===== src/rtl/accum_pkg.sv =====
// Shared types and helpers for the multi-channel accumulator.
package accum_pkg;

   typedef enum logic {ACC_WRAP, ACC_SAT} acc_mode_e;

   // Channel tag width; at least one bit even for degenerate channel counts.
   function automatic int unsigned ch_width(input int unsigned num_ch);
      return (num_ch < 2) ? 1 : $clog2(num_ch);
   endfunction

endpackage


===== src/rtl/accum_mc_if.sv =====
// Sample, read-request and readout signals of accum_mc; master drives samples/requests.
interface accum_mc_if #(
   parameter int unsigned DATA_WIDTH = 4,
   parameter int unsigned ACC_WIDTH  = 8,
   parameter int unsigned CH_W       = 2
);
   logic                  clear_all;
   logic                  in_valid;
   logic [CH_W-1:0]       in_ch;
   logic [DATA_WIDTH-1:0] in_data;
   logic                  rd_req;
   logic [CH_W-1:0]       rd_ch;
   logic                  rd_ready;
   logic                  out_valid;
   logic                  out_ready;
   logic [CH_W-1:0]       out_ch;
   logic [ACC_WIDTH-1:0]  out_sum;
   logic                  out_ovf;
   logic                  ovf_any;

   modport master (
      output clear_all, in_valid, in_ch, in_data, rd_req, rd_ch, out_ready,
      input  rd_ready, out_valid, out_ch, out_sum, out_ovf, ovf_any
   );

   modport slave (
      input  clear_all, in_valid, in_ch, in_data, rd_req, rd_ch, out_ready,
      output rd_ready, out_valid, out_ch, out_sum, out_ovf, ovf_any
   );
endinterface


===== src/rtl/accum_sat_add.sv =====
// Widening adder with carry-out; optionally clamps to all-ones on carry.
module accum_sat_add
   import accum_pkg::*;
#(
   parameter int unsigned DATA_WIDTH = 4,
   parameter int unsigned ACC_WIDTH  = 8
) (
   input  logic [ACC_WIDTH-1:0]  a,
   input  logic [DATA_WIDTH-1:0] b,
   input  acc_mode_e             mode,
   output logic [ACC_WIDTH-1:0]  sum,
   output logic                  carry
);
   logic [ACC_WIDTH:0] full;

   always_comb begin
      full  = {1'b0, a} + (ACC_WIDTH+1)'(b);
      carry = full[ACC_WIDTH];
      if (carry && (mode == ACC_SAT)) begin
         sum = '1;
      end else begin
         sum = full[ACC_WIDTH-1:0];
      end
   end
endmodule


===== src/rtl/accum_mc.sv =====
// Multi-channel streaming accumulator with sticky overflow and a read-and-clear readout port.
module accum_mc
   import accum_pkg::*;
#(
   parameter int unsigned DATA_WIDTH = 4,
   parameter int unsigned ACC_WIDTH  = 8,
   parameter int unsigned NUM_CH     = 4,
   parameter int unsigned SATURATE   = 0
) (
   input logic       clk,
   input logic       rst,
   accum_mc_if.slave bus
);
   localparam int unsigned CH_W = ch_width(NUM_CH);
   localparam acc_mode_e   Mode = (SATURATE != 0) ? ACC_SAT : ACC_WRAP;

   typedef enum logic {StIdle, StHold} rd_state_e;

   rd_state_e            state_q, state_d;
   logic [ACC_WIDTH-1:0] sum_q [NUM_CH];
   logic [ACC_WIDTH-1:0] sum_d [NUM_CH];
   logic [NUM_CH-1:0]    ovf_q, ovf_d;
   logic                 ovf_any_q;
   logic [CH_W-1:0]      out_ch_q, out_ch_d;
   logic [ACC_WIDTH-1:0] out_sum_q, out_sum_d;
   logic                 out_ovf_q, out_ovf_d;

   logic                 rd_ready, rd_fire, in_ok, rd_ok;
   logic [ACC_WIDTH-1:0] add_a, add_sum;
   logic                 add_carry;

   assign rd_ready = (state_q == StIdle) || bus.out_ready;
   assign rd_fire  = bus.rd_req && rd_ready;
   assign in_ok    = 32'(bus.in_ch) < NUM_CH;
   assign rd_ok    = 32'(bus.rd_ch) < NUM_CH;

   // A same-channel read clears the sum first, so the sample lands on zero.
   assign add_a = (!in_ok || (rd_fire && (bus.rd_ch == bus.in_ch))) ? '0 : sum_q[bus.in_ch];

   accum_sat_add #(
      .DATA_WIDTH (DATA_WIDTH),
      .ACC_WIDTH  (ACC_WIDTH)
   ) u_add (
      .a     (add_a),
      .b     (bus.in_data),
      .mode  (Mode),
      .sum   (add_sum),
      .carry (add_carry)
   );

   always_comb begin
      sum_d = sum_q;
      ovf_d = ovf_q;
      if (bus.clear_all) begin
         sum_d = '{default: '0};
         ovf_d = '0;
      end else begin
         for (int unsigned c = 0; c < NUM_CH; c++) begin
            if (rd_fire && (bus.rd_ch == CH_W'(c))) begin
               sum_d[c] = '0;
               ovf_d[c] = 1'b0;
            end
            if (bus.in_valid && (bus.in_ch == CH_W'(c))) begin
               sum_d[c] = add_sum;
               ovf_d[c] = ovf_d[c] | add_carry;
            end
         end
      end
   end

   always_comb begin
      state_d   = state_q;
      out_ch_d  = out_ch_q;
      out_sum_d = out_sum_q;
      out_ovf_d = out_ovf_q;
      if (rd_fire) begin
         state_d   = StHold;
         out_ch_d  = bus.rd_ch;
         out_sum_d = rd_ok ? sum_q[bus.rd_ch] : '0;
         out_ovf_d = rd_ok && ovf_q[bus.rd_ch];
      end else if ((state_q == StHold) && bus.out_ready) begin
         state_d = StIdle;
      end
   end

   always_ff @(posedge clk or posedge rst) begin
      if (rst) begin
         state_q   <= StIdle;
         sum_q     <= '{default: '0};
         ovf_q     <= '0;
         ovf_any_q <= 1'b0;
         out_ch_q  <= '0;
         out_sum_q <= '0;
         out_ovf_q <= 1'b0;
      end else begin
         state_q   <= state_d;
         sum_q     <= sum_d;
         ovf_q     <= ovf_d;
         ovf_any_q <= |ovf_d;
         out_ch_q  <= out_ch_d;
         out_sum_q <= out_sum_d;
         out_ovf_q <= out_ovf_d;
      end
   end

   assign bus.rd_ready  = rd_ready;
   assign bus.out_valid = (state_q == StHold);
   assign bus.out_ch    = out_ch_q;
   assign bus.out_sum   = out_sum_q;
   assign bus.out_ovf   = out_ovf_q;
   assign bus.ovf_any   = ovf_any_q;
endmodule


===== src/flat_wrapper.sv =====
// flat-port wrapper written by rule: the top's interface ports become plain ports
module accum_mc_flat import accum_pkg::*;
#(
   parameter int unsigned DATA_WIDTH = 4,
   parameter int unsigned ACC_WIDTH  = 8,
   parameter int unsigned NUM_CH     = 4,
   parameter int unsigned SATURATE   = 0
)
  (clk, rst, bus_clear_all, bus_in_valid, bus_in_ch, bus_in_data, bus_rd_req, bus_rd_ch, bus_out_ready, bus_rd_ready, bus_out_valid, bus_out_ch, bus_out_sum, bus_out_ovf, bus_ovf_any);
  accum_mc_if #(.DATA_WIDTH(DATA_WIDTH), .ACC_WIDTH(ACC_WIDTH), .CH_W((2))) bus_i ();
  input logic clk;
  input logic rst;
  input wire logic [$bits(bus_i.clear_all)-1:0] bus_clear_all;
  input wire logic [$bits(bus_i.in_valid)-1:0] bus_in_valid;
  input wire logic [$bits(bus_i.in_ch)-1:0] bus_in_ch;
  input wire logic [$bits(bus_i.in_data)-1:0] bus_in_data;
  input wire logic [$bits(bus_i.rd_req)-1:0] bus_rd_req;
  input wire logic [$bits(bus_i.rd_ch)-1:0] bus_rd_ch;
  input wire logic [$bits(bus_i.out_ready)-1:0] bus_out_ready;
  output wire logic [$bits(bus_i.rd_ready)-1:0] bus_rd_ready;
  output wire logic [$bits(bus_i.out_valid)-1:0] bus_out_valid;
  output wire logic [$bits(bus_i.out_ch)-1:0] bus_out_ch;
  output wire logic [$bits(bus_i.out_sum)-1:0] bus_out_sum;
  output wire logic [$bits(bus_i.out_ovf)-1:0] bus_out_ovf;
  output wire logic [$bits(bus_i.ovf_any)-1:0] bus_ovf_any;
  assign bus_i.clear_all = bus_clear_all;
  assign bus_i.in_valid = bus_in_valid;
  assign bus_i.in_ch = bus_in_ch;
  assign bus_i.in_data = bus_in_data;
  assign bus_i.rd_req = bus_rd_req;
  assign bus_i.rd_ch = bus_rd_ch;
  assign bus_i.out_ready = bus_out_ready;
  assign bus_rd_ready = bus_i.rd_ready;
  assign bus_out_valid = bus_i.out_valid;
  assign bus_out_ch = bus_i.out_ch;
  assign bus_out_sum = bus_i.out_sum;
  assign bus_out_ovf = bus_i.out_ovf;
  assign bus_ovf_any = bus_i.ovf_any;
  accum_mc #(.DATA_WIDTH(DATA_WIDTH), .ACC_WIDTH(ACC_WIDTH), .NUM_CH(NUM_CH), .SATURATE(SATURATE)) u_core (.clk(clk), .rst(rst), .bus(bus_i));
endmodule

===== config.mk =====
export PLATFORM = sky130hd
export DESIGN_NAME = accum_mc_flat
export DESIGN_NICKNAME = d
export VERILOG_FILES = /design/src/rtl/accum_pkg.sv /design/src/rtl/accum_mc_if.sv /design/src/rtl/accum_sat_add.sv /design/src/rtl/accum_mc.sv /design/src/flat_wrapper.sv
export SDC_FILE = /design/constraint.sdc
export NUM_CORES = 1
export LEC_CHECK = 0
export CAP_MARGIN = 20
export CORE_MARGIN = 1
export CORE_UTILIZATION = 35
export DETAILED_ROUTE_END_ITERATION = 10
export PLACE_DENSITY = 0.59
export SLEW_MARGIN = 20
export SYNTH_ARGS = -nofsm -noshare
export SYNTH_HDL_FRONTEND = slang
export SYNTH_SLANG_ARGS = --single-unit

===== constraint.sdc =====
create_clock -name clk -period 4.2 [get_ports clk]
set_input_delay 1.05 -clock clk [delete_from_list [all_inputs] [get_ports clk]]
set_output_delay 1.05 -clock clk [all_outputs]
set_load 0.005 [all_outputs]

-- Yosys cells after proc, flatten, opt, wreduce, memory -nomap -nowiden
Cells that the tools add are included.
- bits in registers: 49
- latch bits: 0
- bits in writable memories: 0
- bits in read-only memories: 0
- input port bits: 14
- output and inout bits: 14
- word-level logic and storage cells: 81
- memories kept: 0
- $add $sub $neg: 1
- $mul: 0
- div/mod/pow operators: 0
- magnitude comparators: 3
- equal/unequal tests: 7
- shift operators: 0
- multiplexer cells: 33
- bitwise gates (word level): 7
- reductions and logical operators: 20
- operators by type and width (cell ; count):
    $mux W8 ; 13
    $bmux W8 S2 ; 2
    $mux W32 ; 1
    $mux W1 ; 15
    $reduce_bool A3 Y1 ; 4
    $logic_and A1 B1 Y1 ; 11
    $add A8 B4 Y9 ; 1
    $eq A2 B2 Y1 const B ; 4
    $ge A3 B3 Y1 const B ; 2
    $not A2 Y3 ; 2
    $eq A2 B1 Y1 const B ; 2
    $logic_not A2 Y1 ; 2
    $mux W4 ; 1
    $or A1 B1 Y1 ; 4
    $reduce_or A4 Y1 ; 1
    $lt A2 B3 Y1 const B ; 1
    $bmux W1 S2 ; 1
    $eq A2 B2 Y1 ; 1
    $reduce_bool A2 Y1 ; 1
    $logic_or A1 B1 Y1 ; 1
    $not A1 Y1 ; 1

-- Longest topological paths before layout
Gate-level depths: netlist of run 1.
- depth after elaboration: 10
- gate-level depth with buffers: 12

-- By module
Synthesis of run 1 repeated with hierarchy kept, for this count alone.
- cell total of the unflattened synthesis: 222
- area, all modules: 2755.1 um2
- by module, submodules not included (module ; times used ; cells each ; area each (um2) ; sequential area each (um2)):
    accum_mc ; 1 ; 185 ; 2486.1 ; 1226.2
    accum_sat_add ; 1 ; 37 ; 269.0 ; 0.0

-- Least setup slack after synthesis of run 1
Ideal clock, no wire load.
- path kind: in2reg
- from: in bus_rd_ch[0]
- to: reg u_core.sum_q[14] in the netlist's numbering
- data arrival time: 3.372 ns
- data required time: 4.079 ns
- setup slack: 0.707 ns
- cell stages on the path: 12
- path buffers: 2
- cells stage by stage: clkbuf_1 -> xnor2_1 -> nand4_2 -> clkbuf_1 -> and2_1 -> ha_1 -> fa_1 -> a21o_1 -> a21oi_1 -> or3_1 -> a21boi_2 -> a22o_1
- word-level cells in the longest chain between the ends: 6
- RTL lines (element ; line ; RTL):
    start: declaration ; flat_wrapper.sv:18 ; input wire logic [$bits(bus_i.rd_ch)-1:0] bus_rd_ch;
    $eq A2 B2 Y1 ; accum_mc.sv:38 ; assign add_a = (!in_ok || (rd_fire && (bus.rd_ch == bus.in_ch))) ? '0 : sum_q[bus.in_ch];
    $logic_and A1 B1 Y1 ; accum_mc.sv:38 ;
    $mux W8 ; accum_mc.sv:38 ;
    $add A8 B4 Y9 ; accum_sat_add.sv:17 ; full = {1'b0, a} + (ACC_WIDTH+1)'(b);
    $mux W8 ; accum_mc.sv:63 ; if (bus.in_valid && (bus.in_ch == CH_W'(c))) begin
    $mux W32 ; accum_mc.sv:54 ; if (bus.clear_all) begin
    end signal: assignment ; accum_mc.sv:97 ; sum_q <= sum_d;
    end: declaration ; accum_mc.sv:20 ; logic [ACC_WIDTH-1:0] sum_q [NUM_CH];
Parallel ways exist; a longest one is shown, timed or not.
A chain may end at the register's enable or synchronous reset.

-- Worst setup path in the final report of run 1
- from: in bus_in_ch[0]
- to: reg u_core.sum_q[6] in the netlist's numbering
- word-level cells in the longest chain between the ends: 8
- RTL lines (element ; line ; RTL):
    start: declaration ; flat_wrapper.sv:15 ; input wire logic [$bits(bus_i.in_ch)-1:0] bus_in_ch;
    $not A2 Y3 (not written as such) ; accum_mc.sv:38 ;
    $bmux W8 S2 ; accum_mc.sv:38 ;
    $mux W8 (not written as such) (2 in a row) ; accum_mc.sv:38 ;
    $mux W8 ; accum_mc.sv:38 ;
    $add A8 B4 Y9 ; accum_sat_add.sv:17 ;
    $mux W8 ; accum_mc.sv:63 ;
    $mux W32 ; accum_mc.sv:54 ;
Parallel ways exist; a longest one is shown, timed or not. The select of a mux whose other input is x is not followed.

==> qor.yml, run 1 <==
synth_ff_type: "dfrtp_1"
rows: 31
final_net_count: 261
io_buffers: 27
postPlaceCellArea_um2: 3050
setup_tns_ps: 0
area_growth_pct: 20.2
gp_congestion: 0.760
die_x_um: 88.8
grt_usage_pct: 18.6
htreeDepth: 2
drc: 0
cap_viol_max_count: 0
wirelength_um: 6390
fin_worst_skew_ps: 5.81
critPathCaptureType: "register"
synth_top_family_by_area: "multiplexers"
path_class: "input pin to register"
status: "finished, final reports clean"
yosys.area_share.simple_pct: 9.91
synth-compound-area-share_pct: 16.5
routed_via_density: 5.61
synth_mux_area_share_pct: 19.3
leakage_uw: 0.00137
hpwl_um: 4540
grt_setup_unrepaired: "no"
antenna_found_initial: 0
finalSetupViolations: 0
syn_inst: 211
first_pass_iters: 4
wl_per_cell_um: 18.7
die_area_um2: 7890
io_pins: 28
syn-num-nets: 230
slew_violations: 0
vias: 1918
clock_latency_ps: 300
final_layout_size_suffix_gt1_share_pct: 18.5
ys_types: 45
grt_pass1_vias: 1942
synth_xor_area_share_pct: 2.32
start_util_pct: 36.4
relSlewSlack_pct: 43.4
power_uw: 982
syn-cell-area_um2: 2640
tightest_slew_ps: 850
cts_sinks: 49
hp-class: "register to register"
max-vdd-ir-drop_mv: 0.134
max_freq_mhz: 264
syn_avg_cell_area_um2: 12.5
globalRoute.totalOverflow: 0
grt_pass1_wl_um: 10700
post_cts_buffers: 0
critical_path_required_ps: 4440
clock-root-buffer: "clkbuf_8"
clockBufferDepth: 2
synth_edf_count: 0
cts_resized: 0
finalHoldViolations: 0
numCtsBuffers: 5
core_um2: 7250
ant_nets: 0
period_minus_slack_ps: 3790
critPathArrivalTime_ps: 4030
cts_tree: "built"
crit_fanout: 4
dr.first_iter.drc_count: 125
synth_fa_ha_area_share_pct: 2.66
ys_seq_elements: 49
seq_area_frac_synth_pct: 46.5
antenna_cells: 0
worstSetupStartpointType: "input pin"
nFillCells: 675
grt_start_max_net_pins: 50
clk_pin_slew_ps: 90
dieHeight_um: 88.8
ctsHoldBuffers: 0
period_share_pct: 90.4
p_per_area_nw_per_um2: 309
ys_warn_count: 0
final_area_um2: 3170
async_reset_ff_share_pct: 100
[cell usage in the layout, fill, tap and decap left out, types with 2 or more instances in the layout]
cell type	count
nand2b_1	2
o311ai_0	2
nand3_1	4
ha_1	4
xor2_1	3
xnor2_1	4
clkbuf_8	6
and2_1	7
o31ai_2	2
mux2_2	9
inv_1	5
a21oi_1	2
mux4_2	13
mux4_1	4
clkdlybuf4s50_1	27
a22o_1	12
a21o_1	2
nand2_1	24
nand3b_1	2
o22ai_1	3
a211oi_1	2
o21ai_0	14
a32o_1	7
nor2_1	5
buf_4	7
dfrtp_1	49
[cell type report]
cell class | count | area [um^2] | area share (%)
multi-input cells | 145 | 1340 | 42.2
flip-flops and latches | 49 | 1230 | 38.7
repair buffers | 35 | 343 | 10.8
well taps | 99 | 124 | 3.91
clock buffers | 7 | 86.3 | 2.72
clock inverters | 1 | 30.0 | 0.947
inverters | 6 | 23.8 | 0.750
[sequential cells by signal (all words and copies together), names as in the netlist]
register and flops:
u_core.bus.out_sum 8, u_core.bus.ovf_any 1, u_core.sum_q 32, u_core.bus.out_ch 2, u_core.bus.out_valid 1, u_core.ovf_q 4
u_core.bus.out_ovf 1
[kinds of logic (layout without fill, tap and decap cells)]
group / Yosys count / in the layout
simple gates: 51 / 51
mux: 27 / 27
flops: 49 / 49
buf+inv: 17 / 49
xor+xnor: 7 / 7
compound gates: 55 / 55
fa+ha+maj: 5 / 5
[synthesized netlist by cell type (5+ instances only)]
library cell | number | area share, %
a32o_1 | 7 | 2.7
nand2_1 | 24 | 3.4
inv_1 | 6 | 0.85
mux4_2 | 13 | 11
nor2_1 | 5 | 0.71
clkbuf_1 | 7 | 1.0
and2_1 | 7 | 1.7
dfrtp_1 | 49 | 46
mux2_2 | 9 | 3.8
o21ai_0 | 14 | 2.7
a22o_1 | 12 | 4.0
[final timing paths]
kind,startpoint,end,slack (ps),depth (start not counted)
min in group asynchronous,rst,u_core.bus.out_sum[2],1200,2
worst max-delay path,bus_in_ch[0],u_core.sum_q[6],410,10
worst min register to register,u_core.bus.out_ch[1],u_core.bus.out_ch[1],490,2
max in group asynchronous,rst,u_core.sum_q[23],2480,2
worst max register to register,u_core.sum_q[0],u_core.sum_q[6],1400,9
worst min-delay path,u_core.bus.out_ch[1],u_core.bus.out_ch[1],490,2
[where the power goes]
part | internal [uW] | total, uW | switching (uW)
Combinational | 61.9 | 139 | 76.8
Clock | 194 | 352 | 158
Sequential | 483 | 491 | 7.64
Total | 740 | 982 | 242
[metal layers]
layer  GRT usage (%)  share of wire [%]  vias up
li1                -                  -      874
met1            27.3                 47      979
met2            28.4                 47       60
met3            3.54                5.1        5
met4            4.55               0.63        0
met5               0                  0        -
[critical path, cell delays in order]
cell and delay (ps):
clkdlybuf4s50_1 580, mux4_2 510, and2_1 170, ha_1 210
fa_1 410, a21o_1 170, a21oi_1 330, o21ai_0 180
a21boi_2 230, a22o_1 170
[metrics by stage]
step	util, %	cells	setup WS (ps)	hold slack (ps)
detailed placement	42.1	334	92.9	474
CTS	43.7	342	410	493
floorplan	-	211	707	458
global placement	42.1	334	145	474
global route	43.7	342	213	530
finish	43.7	342	405	488
Note: power is estimated with default switching activity, not from simulation.
==> run 2, diff against run 1 <==
PLACE_DENSITY = 0.52   (was 0.59)
SKIP_CTS_REPAIR_TIMING = 1   (was not set)
==> run 2 against run 1 <==
  * Clock power decreased by 6.5%
  * Via count decreased by 0.94%
  * Register-to-register slack lost 30 ps
  * Setup slack worse by 73 ps
  * Count of clock-buffer cells in the layout is 2 lower
  * Total power down 2.2%
  * Fmax decreased by 1.9%
  * Sequential share of layout area grew 0.15 points
  * Critical path depth rose by 1
  * Sequential power hardly changed
  * Flip-flop and latch count unchanged
  * Design area is 0.39% lower
  * Largest power group unchanged
==> qor.yml, run 2 (same netlist as run 1, synthesis figures left out) <==
clock_latency_ps: 300
drc: 0
antenna_found_initial: 0
slew_violations: 0
ant_nets: 0
rr_worst_depth: 9
io_buffers: 27
top_register: "u_core.sum_q"
dieHeight_um: 88.8
p_int_uw: 719
status: "finished, final reports clean"
tightest_slew_ps: 870
grt_setup_unrepaired: "no"
p_per_area_nw_per_um2: 304
grt_start_max_net_pins: 50
reg2reg_from: "u_core.sum_q[0]"
relSlewSlack_pct: 41.9
period_minus_slack_ps: 3870
gp_congestion: 0.751
period_share_pct: 92.1
path_cells: "clkdlybuf4s50_1, buf_12, mux4_2, and2_1, ha_1, fa_1, a21o_1, a21oi_1, o21ai_0, a21boi_2, a22o_1"
final_layout_size_suffix_gt1_share_pct: 18.6
grt_usage_pct: 18.8
path_class: "input pin to register"
finalHoldViolations: 0
finalSetupViolations: 0
p_clk_share_pct: 34.3
seq_power_share_pct: 51.2
globalRoute.totalOverflow: 0
io_pins: 28
fin_worst_skew_ps: 13.1
nFillCells: 690
rows: 31
critPathCaptureType: "register"
wirelength_um: 6560
utilization_pct: 43.6
wl_per_cell_um: 19.2
hold_depth: 2
numCtsBuffers: 5
p_sw_uw: 241
cap_viol_max_count: 0
hp-start: "u_core.bus.out_ch[1]"
switching_share_pct: 25.1
antenna_cells: 0
slowest_delay_ps: 500
worstSetupStartpointType: "input pin"
setup_tns_ps: 0
worstReg2RegEnd: "u_core.sum_q[6]"
hpwl_um: 4450
mostFrequentLayoutCell: "dfrtp_1"
first_pass_iters: 4
htreeDepth: 2
max-vdd-ir-drop_mv: 0.128
clock-root-buffer: "clkbuf_8"
die_x_um: 88.8
vias: 1900
grt_pass1_vias: 1970
grt_pass1_wl_um: 10700
worst_slack_ps: 332
final_net_count: 261
area_growth_pct: 19.7
crit_fanout: 13
rrSetupSlack_ps: 1370
hp-class: "register to register"
layout_common_cells: "dfrtp_1 (49), clkdlybuf4s50_1 (27), nand2_1 (24)"
dr.first_iter.drc_count: 130
critical_path_required_ps: 4430
cts_tree: "built"
routed_via_density: 5.57
core_um2: 7250
crit_slowest_cell: "clkdlybuf4s50_1"
largest_reg_flops: 32
clockBufferDepth: 2
cts_sinks: 49
power_frac_comb_pct: 14.5
hold_end: "u_core.bus.out_ch[1]"
post-place-ws_ps: 39.1
clk_pin_slew_ps: 90
start_util_pct: 36.4
leakage_uw: 0.00136
critPathArrivalTime_ps: 4100
die_area_um2: 7890
max_freq_mhz: 259
## run 2: cell types whose count changed in the layout (fill, tap and decap cells not counted)
cell and delta:
clkbuf_1 -1, clkbuf_8 -1, clkinv_2 +1
## run 2: layout make-up
cell class	instances	area (um^2)	share of cell area, %
multi-input cells	145	1340	42.4
flip-flops and latches	49	1230	38.8
repair buffers	35	343	10.9
well taps	99	124	3.92
clock buffers	5	68.8	2.18
clock inverters	2	35.0	1.11
inverters	6	23.8	0.752
## run 2: power groups by stage
| stage | Combinational [uW] | Clock, uW | Sequential (uW) |
|---|---|---|---|
| final | 139 | 329 | 491 |
| after global routing | 154 | 357 | 493 |
| after CTS | 141 | 337 | 491 |
| after detailed placement | 141 | 0 | 500 |
| after global placement | 141 | 0 | 500 |
| after floorplan | 79.2 | 0 | 499 |
## run 2: routing by layer
metal	routed length (um)	part of all wire, %	up-vias	track usage [%]
li1	-	-	869	-
met5	0	0	-	0
met3	275	4.2	6	2.80
met1	3010	46	970	25.6
met2	3210	49	55	31.0
met4	70	1.1	0	6.01
## run 2: critical path, delay by kind of cell
kind,cells,cell delay [ps]
mux,1,490
buf+inv,2,660
compound gates,5,1090
fa+ha+maj,2,620
simple gates,1,170
## run 2: worst max path at each step
| stage | start | to |
|---|---|---|
| final | bus_in_ch[0] | u_core.sum_q[6] |
| after global routing | bus_in_ch[0] | u_core.sum_q[6] |
| after CTS | bus_in_ch[0] | u_core.sum_q[6] |
| after detailed placement | bus_in_ch[0] | u_core.sum_q[6] |
| after global placement | bus_in_ch[0] | u_core.sum_q[6] |
| after floorplan | bus_rd_ch[0] | u_core.sum_q[14] |
## run 2: through the flow
stage | power (uW) | instance area [um^2] | std cells | hold WS, ps
global placement | 641 | 3050 | 334 | 468
detailed placement | 641 | 3050 | 334 | 475
finish | 960 | 3160 | 341 | 486
CTS | 969 | 3160 | 341 | 495
global route | 1000 | 3160 | 341 | 526
floorplan | 578 | 2640 | 211 | 458
